$ cat config.mk
export PLATFORM = sky130hd
export DESIGN_NAME = pipe_skid_reg
export DESIGN_NICKNAME = d
export VERILOG_FILES = /design/src/rtl/pipe_skid_reg.sv
export SDC_FILE = /design/constraint.sdc
export NUM_CORES = 1
export LEC_CHECK = 0
export BUFFER_PORTS_ARGS = -buffer_cell sky130_fd_sc_hd__buf_2
export CAP_MARGIN = 20
export CORE_MARGIN = 4
export CORE_UTILIZATION = 53
export CTS_CLUSTER_SIZE = 30
export DETAILED_ROUTE_END_ITERATION = 8
export GPL_TIMING_DRIVEN = 0
export HOLD_SLACK_MARGIN = 0.15
export PLACE_DENSITY_LB_ADDON = 0.1
export REMOVE_ABC_BUFFERS = 1
export SLEW_MARGIN = 10
export SYNTH_ARGS = -nofsm -noshare
export SYNTH_HDL_FRONTEND = slang
export SYNTH_SLANG_ARGS = --single-unit
$ cat constraint.sdc
create_clock -name clk -period 2.1 [get_ports clk]
set_input_delay 0.21 -clock clk [delete_from_list [all_inputs] [get_ports clk]]
set_output_delay 0.21 -clock clk [all_outputs]
set_load 0.01 [all_outputs]
$ cat src/rtl/pipe_skid_reg.sv
// Purpose: inter-stage pipeline register with valid/ready handshake, optional 2-entry skid, flush and stall counter.
// Latency: 1 cycle from in_fire to out_*; payloads leave in arrival order.
// Backpressure: out_ready low holds the payload; SKID_EN=1 drops in_ready one cycle after filling, SKID_EN=0 drops it combinationally.
module pipe_skid_reg #(
  parameter int unsigned          INSTR_W   = 32,
  parameter int unsigned          PC_W      = 32,
  parameter logic [INSTR_W-1:0]   NOP_INSTR = 32'h00000013,
  parameter bit                   SKID_EN   = 1'b1,
  parameter int unsigned          CNT_W     = 16
) (
  input  logic               clk,
  input  logic               reset_n,
  input  logic               flush,
  input  logic               in_valid,
  output logic               in_ready,
  input  logic [INSTR_W-1:0] in_instr,
  input  logic [PC_W-1:0]    in_pc4,
  output logic               out_valid,
  input  logic               out_ready,
  output logic [INSTR_W-1:0] out_instr,
  output logic [PC_W-1:0]    out_pc4,
  output logic [1:0]         occ,
  output logic [CNT_W-1:0]   stall_cnt
);

  // Encoding doubles as the occupancy count.
  typedef enum logic [1:0] {
    ST_EMPTY = 2'd0,
    ST_ONE   = 2'd1,
    ST_FULL  = 2'd2
  } state_e;

  state_e             state_q, state_d;
  logic [INSTR_W-1:0] main_instr_q, main_instr_d;
  logic [PC_W-1:0]    main_pc4_q, main_pc4_d;
  logic [INSTR_W-1:0] skid_instr_q, skid_instr_d;
  logic [PC_W-1:0]    skid_pc4_q, skid_pc4_d;
  logic               in_ready_q, in_ready_d;
  logic [CNT_W-1:0]   stall_cnt_q, stall_cnt_d;

  logic in_fire;
  logic out_fire;

  // Skid mode uses a registered ready so out_ready never reaches in_ready combinationally;
  // the single-entry variant can accept whenever the held entry leaves this cycle.
  assign out_valid = (state_q != ST_EMPTY);
  assign in_ready  = SKID_EN ? in_ready_q : (!out_valid || out_ready);
  assign in_fire   = in_valid && in_ready;
  assign out_fire  = out_valid && out_ready;

  assign out_instr = main_instr_q;
  assign out_pc4   = main_pc4_q;
  assign occ       = state_q;
  assign stall_cnt = stall_cnt_q;

  // Next state and payload movement; flush overrides every other transition and drops any in_fire.
  always_comb begin
    state_d      = state_q;
    main_instr_d = main_instr_q;
    main_pc4_d   = main_pc4_q;
    skid_instr_d = skid_instr_q;
    skid_pc4_d   = skid_pc4_q;

    if (flush) begin
      state_d      = ST_EMPTY;
      main_instr_d = NOP_INSTR;
      main_pc4_d   = '0;
      skid_instr_d = NOP_INSTR;
      skid_pc4_d   = '0;
    end else begin
      case (state_q)
        ST_EMPTY: begin
          if (in_fire) begin
            state_d      = ST_ONE;
            main_instr_d = in_instr;
            main_pc4_d   = in_pc4;
          end
        end
        ST_ONE: begin
          if (in_fire && out_fire) begin
            main_instr_d = in_instr;
            main_pc4_d   = in_pc4;
          end else if (in_fire) begin
            // Only reachable with the skid enabled: without it in_fire implies out_fire here.
            state_d      = ST_FULL;
            skid_instr_d = in_instr;
            skid_pc4_d   = in_pc4;
          end else if (out_fire) begin
            state_d      = ST_EMPTY;
            main_instr_d = NOP_INSTR;
            main_pc4_d   = '0;
          end
        end
        ST_FULL: begin
          if (out_fire) begin
            state_d      = ST_ONE;
            main_instr_d = skid_instr_q;
            main_pc4_d   = skid_pc4_q;
          end
        end
        default: begin
          state_d      = ST_EMPTY;
          main_instr_d = NOP_INSTR;
          main_pc4_d   = '0;
        end
      endcase
    end

    in_ready_d = (state_d != ST_FULL);
  end

  // Saturating count of cycles where downstream refuses a presented payload.
  always_comb begin
    stall_cnt_d = stall_cnt_q;
    if (out_valid && !out_ready && (stall_cnt_q != {CNT_W{1'b1}})) begin
      stall_cnt_d = stall_cnt_q + {{(CNT_W-1){1'b0}}, 1'b1};
    end
  end

  // State, payload and counter registers; reset empties the stage immediately.
  always_ff @(posedge clk or negedge reset_n) begin
    if (!reset_n) begin
      state_q      <= ST_EMPTY;
      main_instr_q <= NOP_INSTR;
      main_pc4_q   <= '0;
      skid_instr_q <= NOP_INSTR;
      skid_pc4_q   <= '0;
      in_ready_q   <= 1'b1;
      stall_cnt_q  <= '0;
    end else begin
      state_q      <= state_d;
      main_instr_q <= main_instr_d;
      main_pc4_q   <= main_pc4_d;
      skid_instr_q <= skid_instr_d;
      skid_pc4_q   <= skid_pc4_d;
      in_ready_q   <= in_ready_d;
      stall_cnt_q  <= stall_cnt_d;
    end
  end

endmodule
==> results_dict.tcl <==
set metrics [dict create \
    grt.overflow.total 0 \
    firstDrtPassIters 5 \
    synth_warnings 0 \
    synthSimpleGateAreaFrac_pct 13.1 \
    core_area_sq_um 11600 \
    place_area_sq_um 7340 \
    max_freq_ghz 0.509 \
    ys_seq_area_share_pct 58.0 \
    synth_top_family_by_area "compound AO/OA/AOI/OAI gates" \
    power_w 0.00779 \
    r2r_cells 5 \
    synth.distinct_cells 37 \
    synth_flop_cell "dfrtp_1" \
    cp_cell_sequence "ha_1, nand3_1, or3_4, nor2_1, mux2_2" \
    avgSynthCellArea_sq_um 10.6 \
    post-route-period-util_pct 93.6 \
    cp_slowest_stage_delay_ns 0.48 \
    cts.htree.levels 4 \
    design_area_sq_um 8750 \
    drc 0 \
    final_nets 872 \
    layout-drive-gt1-share_pct 27.5 \
    cts_tree "yes" \
    ys_seq_elements 147 \
    timing.rr.end "stall_cnt[12]$_DFFE_PN0P_" \
    ios 153 \
    clock_latency_ns 0.42 \
    synth-compound-area-share_pct 22.3 \
    tightest_slew_ns 0.877 \
    crit_type "reg -> reg" \
    syn-instance-count 600 \
    path_buf_inv 0 \
    grt_start_max_net_pins 93 \
    start_util_pct 54.9 \
    diodes 0 \
    io_buffer_count 152 \
    cts_buffer_depth 2 \
    hold_viol_final 0 \
    dp_hpwl_microns 10300 \
    outcome "finished, final reports clean" \
    wire_per_inst_microns 20.2 \
    netlist_area_sq_um 6350 \
    power_density_nw_per_um2 890 \
    synth_fa_ha_area_share_pct 0.197 \
    r2r_slack_ns 0.13 \
    setup_viol 0 \
    cts.clk_slew.worst_paths_ns 0.06 \
    timing.rr.start "stall_cnt[0]$_DFFE_PN0P_" \
    drt-total-wl_microns 19400 \
    ant_nets 0 \
    grt_first_pass_wirelength_microns 31900 \
    place_congestion 0.769 \
    die_area_sq_um 13800 \
    synth_edf_count 0 \
    crit_path_end_kind "register" \
    synth_mux_area_share_pct 0.886 \
    num_rows 39 \
    numCtsBuffers 17 \
    vias_per_cell 6.08 \
    finalMaxSlewViolations 0 \
    async_reset_ff_share_pct 100 \
    drv_cap 0 \
    synth_xor_area_share_pct 1.93 \
    peakVddDrop_mv 0.600 \
    skew_ns 0.00492 \
    grt_usage_pct 28.5 \
    critPathRequiredTime_ns 2.41 \
    cts.sinks 147 \
    rsz0062_at_grt "false" \
    slowest_stage "or3_4" \
    grt_pass1_vias 6110 \
    syn_to_final_growth_pct 37.8 \
    drt_iter0_drc 690 \
    min_period_ns 1.97 \
    cts_root_buf "clkbuf_16" \
    hold_class "in -> async" \
    vias 5827 \
    p_leak_nw 4.13 \
    max_slew_margin_pct 41.5 \
    die_w_microns 117 \
    cp_max_fo 5 \
    worstSetupStartpointType "register" \
    antenna_found_initial 0 \
    chipHeight_microns 117 \
    cp_top_family "simple AND/OR/NAND/NOR gates" \
    worstPathArrival_ns 2.27 \
]
placed cells by master (no fill, tap or decap), types with 6 or more instances in the layout:
master	synthesis	final
buf_2	21	150
dfrtp_1	140	138
nand2_1	134	134
a21oi_1	66	66
dlygate4sd3_1	0	66
a22oi_1	61	61
o2bb2ai_1	61	61
clkbuf_16	0	17
xor2_1	9	9
dfstp_2	7	7
nor2_1	6	6
nand3_1	6	6
nand4_1	6	6
nor3_1	6	6
bufinv_16	0	6
power by group:
part | leakage (nW) | total [W] | internal, W | switching (W)
logic | 1.82 | 0.00112 | 0.000483 | 0.000634
registers | 1.98 | 0.00320 | 0.00303 | 0.000169
clock network | 0.331 | 0.00347 | 0.00232 | 0.00115
total | 4.13 | 0.00779 | 0.00583 | 0.00196
worst register-to-register path: cells and delay by family, from the launching register on:
family                     cells  cell delay, ns
and+or+nand+nor                3            0.84
DFF                            1            0.43
muxes                          1            0.34
adders and majority gates      1            0.23
logic make-up (layout without fill, tap and decap cells):
group,after synthesis,after routing
simple gates,183,184
flops,147,147
fa+ha+maj,1,1
compound gates,198,199
buf+inv,52,265
mux,5,5
xor+xnor,14,14
layout make-up:
cell class,instances,area (sq um)
Tap cell,143,179
Sequential cell,147,3690
Inverter,2,7.51
Timing Repair Buffer,231,1680
Multi-Input combinational cell,403,2510
Clock buffer,23,478
Fill cell,780,2810
Clock inverter,9,199
sequential cells by signal (all words and copies together) (netlist names):
signal        flops
stall_cnt        16
skid_pc4_q       32
in_ready          1
out_pc4          32
out_instr        32
occ               2
skid_instr_q     32
how the worst max path moves through the flow:
stage,slack (ns),cells past startpoint,start,end
3_5_place_dp,-0.07,5,occ[1]$_DFF_PN0_,out_instr[14]$_DFFE_PN0P_
4_1_cts,0.04,3,occ[1]$_DFF_PN0_,out_instr[2]$_DFFE_PN0P_
5_1_grt,0.01,5,stall_cnt[0]$_DFFE_PN0P_,stall_cnt[12]$_DFFE_PN0P_
6_report,0.13,5,stall_cnt[0]$_DFFE_PN0P_,stall_cnt[12]$_DFFE_PN0P_
3_3_place_gp,-3.14,3,occ[1]$_DFF_PN0_,out_instr[8]$_DFFE_PN0P_
2_1_floorplan,-1.25,3,occ[1]$_DFF_PN0_,out_instr[10]$_DFFE_PN0P_
through the flow:
stage          std cells  hold WS, ns  TNS, ns  util, %  worst slack [ns]
3_5_place_dp         854        0.159    -1.44     63.5           -0.0699
6_report             958        0.308        0     75.7             0.134
4_1_cts              957        0.312        0     75.4            0.0367
5_1_grt              958        0.354        0     75.7            0.0116
2_1_floorplan        550      -0.0856   -96.88        -             -1.25
3_3_place_gp         845        0.451  -457.04     61.1             -3.14
cell usage after synthesis (all sizes together) (2+ instances only):
cell type  count  area share (%)
dfrtp        140              55
nand2        134             7.9
a21oi         68             5.5
a22oi         62             7.4
o2bb2ai       61             8.4
clkbuf        27             1.6
buf           23             1.9
nor2           9            0.65
xor2           9             1.2
dfstp          7             2.9
nand3          6            0.47
nand4          6            0.59
nor3           6            0.47
mux2           5            0.89
nand3b         5            0.59
nor4           5            0.97
xnor2          5            0.69
nand2b         3            0.30
o22ai          3            0.30
or3            3            0.37
inv            2            0.12
nor2b          2            0.20
repair_timing:
item | 4_1_cts | 5_1_grt
hold buffers | 66 | 0
endpoints found under the hold margin | 180 | 0
gates resized for setup | 1 | 4
setup endpoints to repair | 58 | 96
cloned | 1 | 1
buffers inserted | 4 | 0
pin swaps | 2 | 1
layer usage:
| metal | vias to the layer above | routed length (microns) | global-route usage (%) |
|---|---|---|---|
| met2 | 262 | 9580 | 46.9 |
| met5 | - | 0 | 0 |
| met4 | 0 | 337 | 9.82 |
| li1 | 2586 | - | - |
| met3 | 31 | 1370 | 7.69 |
| met1 | 2948 | 8110 | 36.9 |
(Power assumes the default switching activity.)
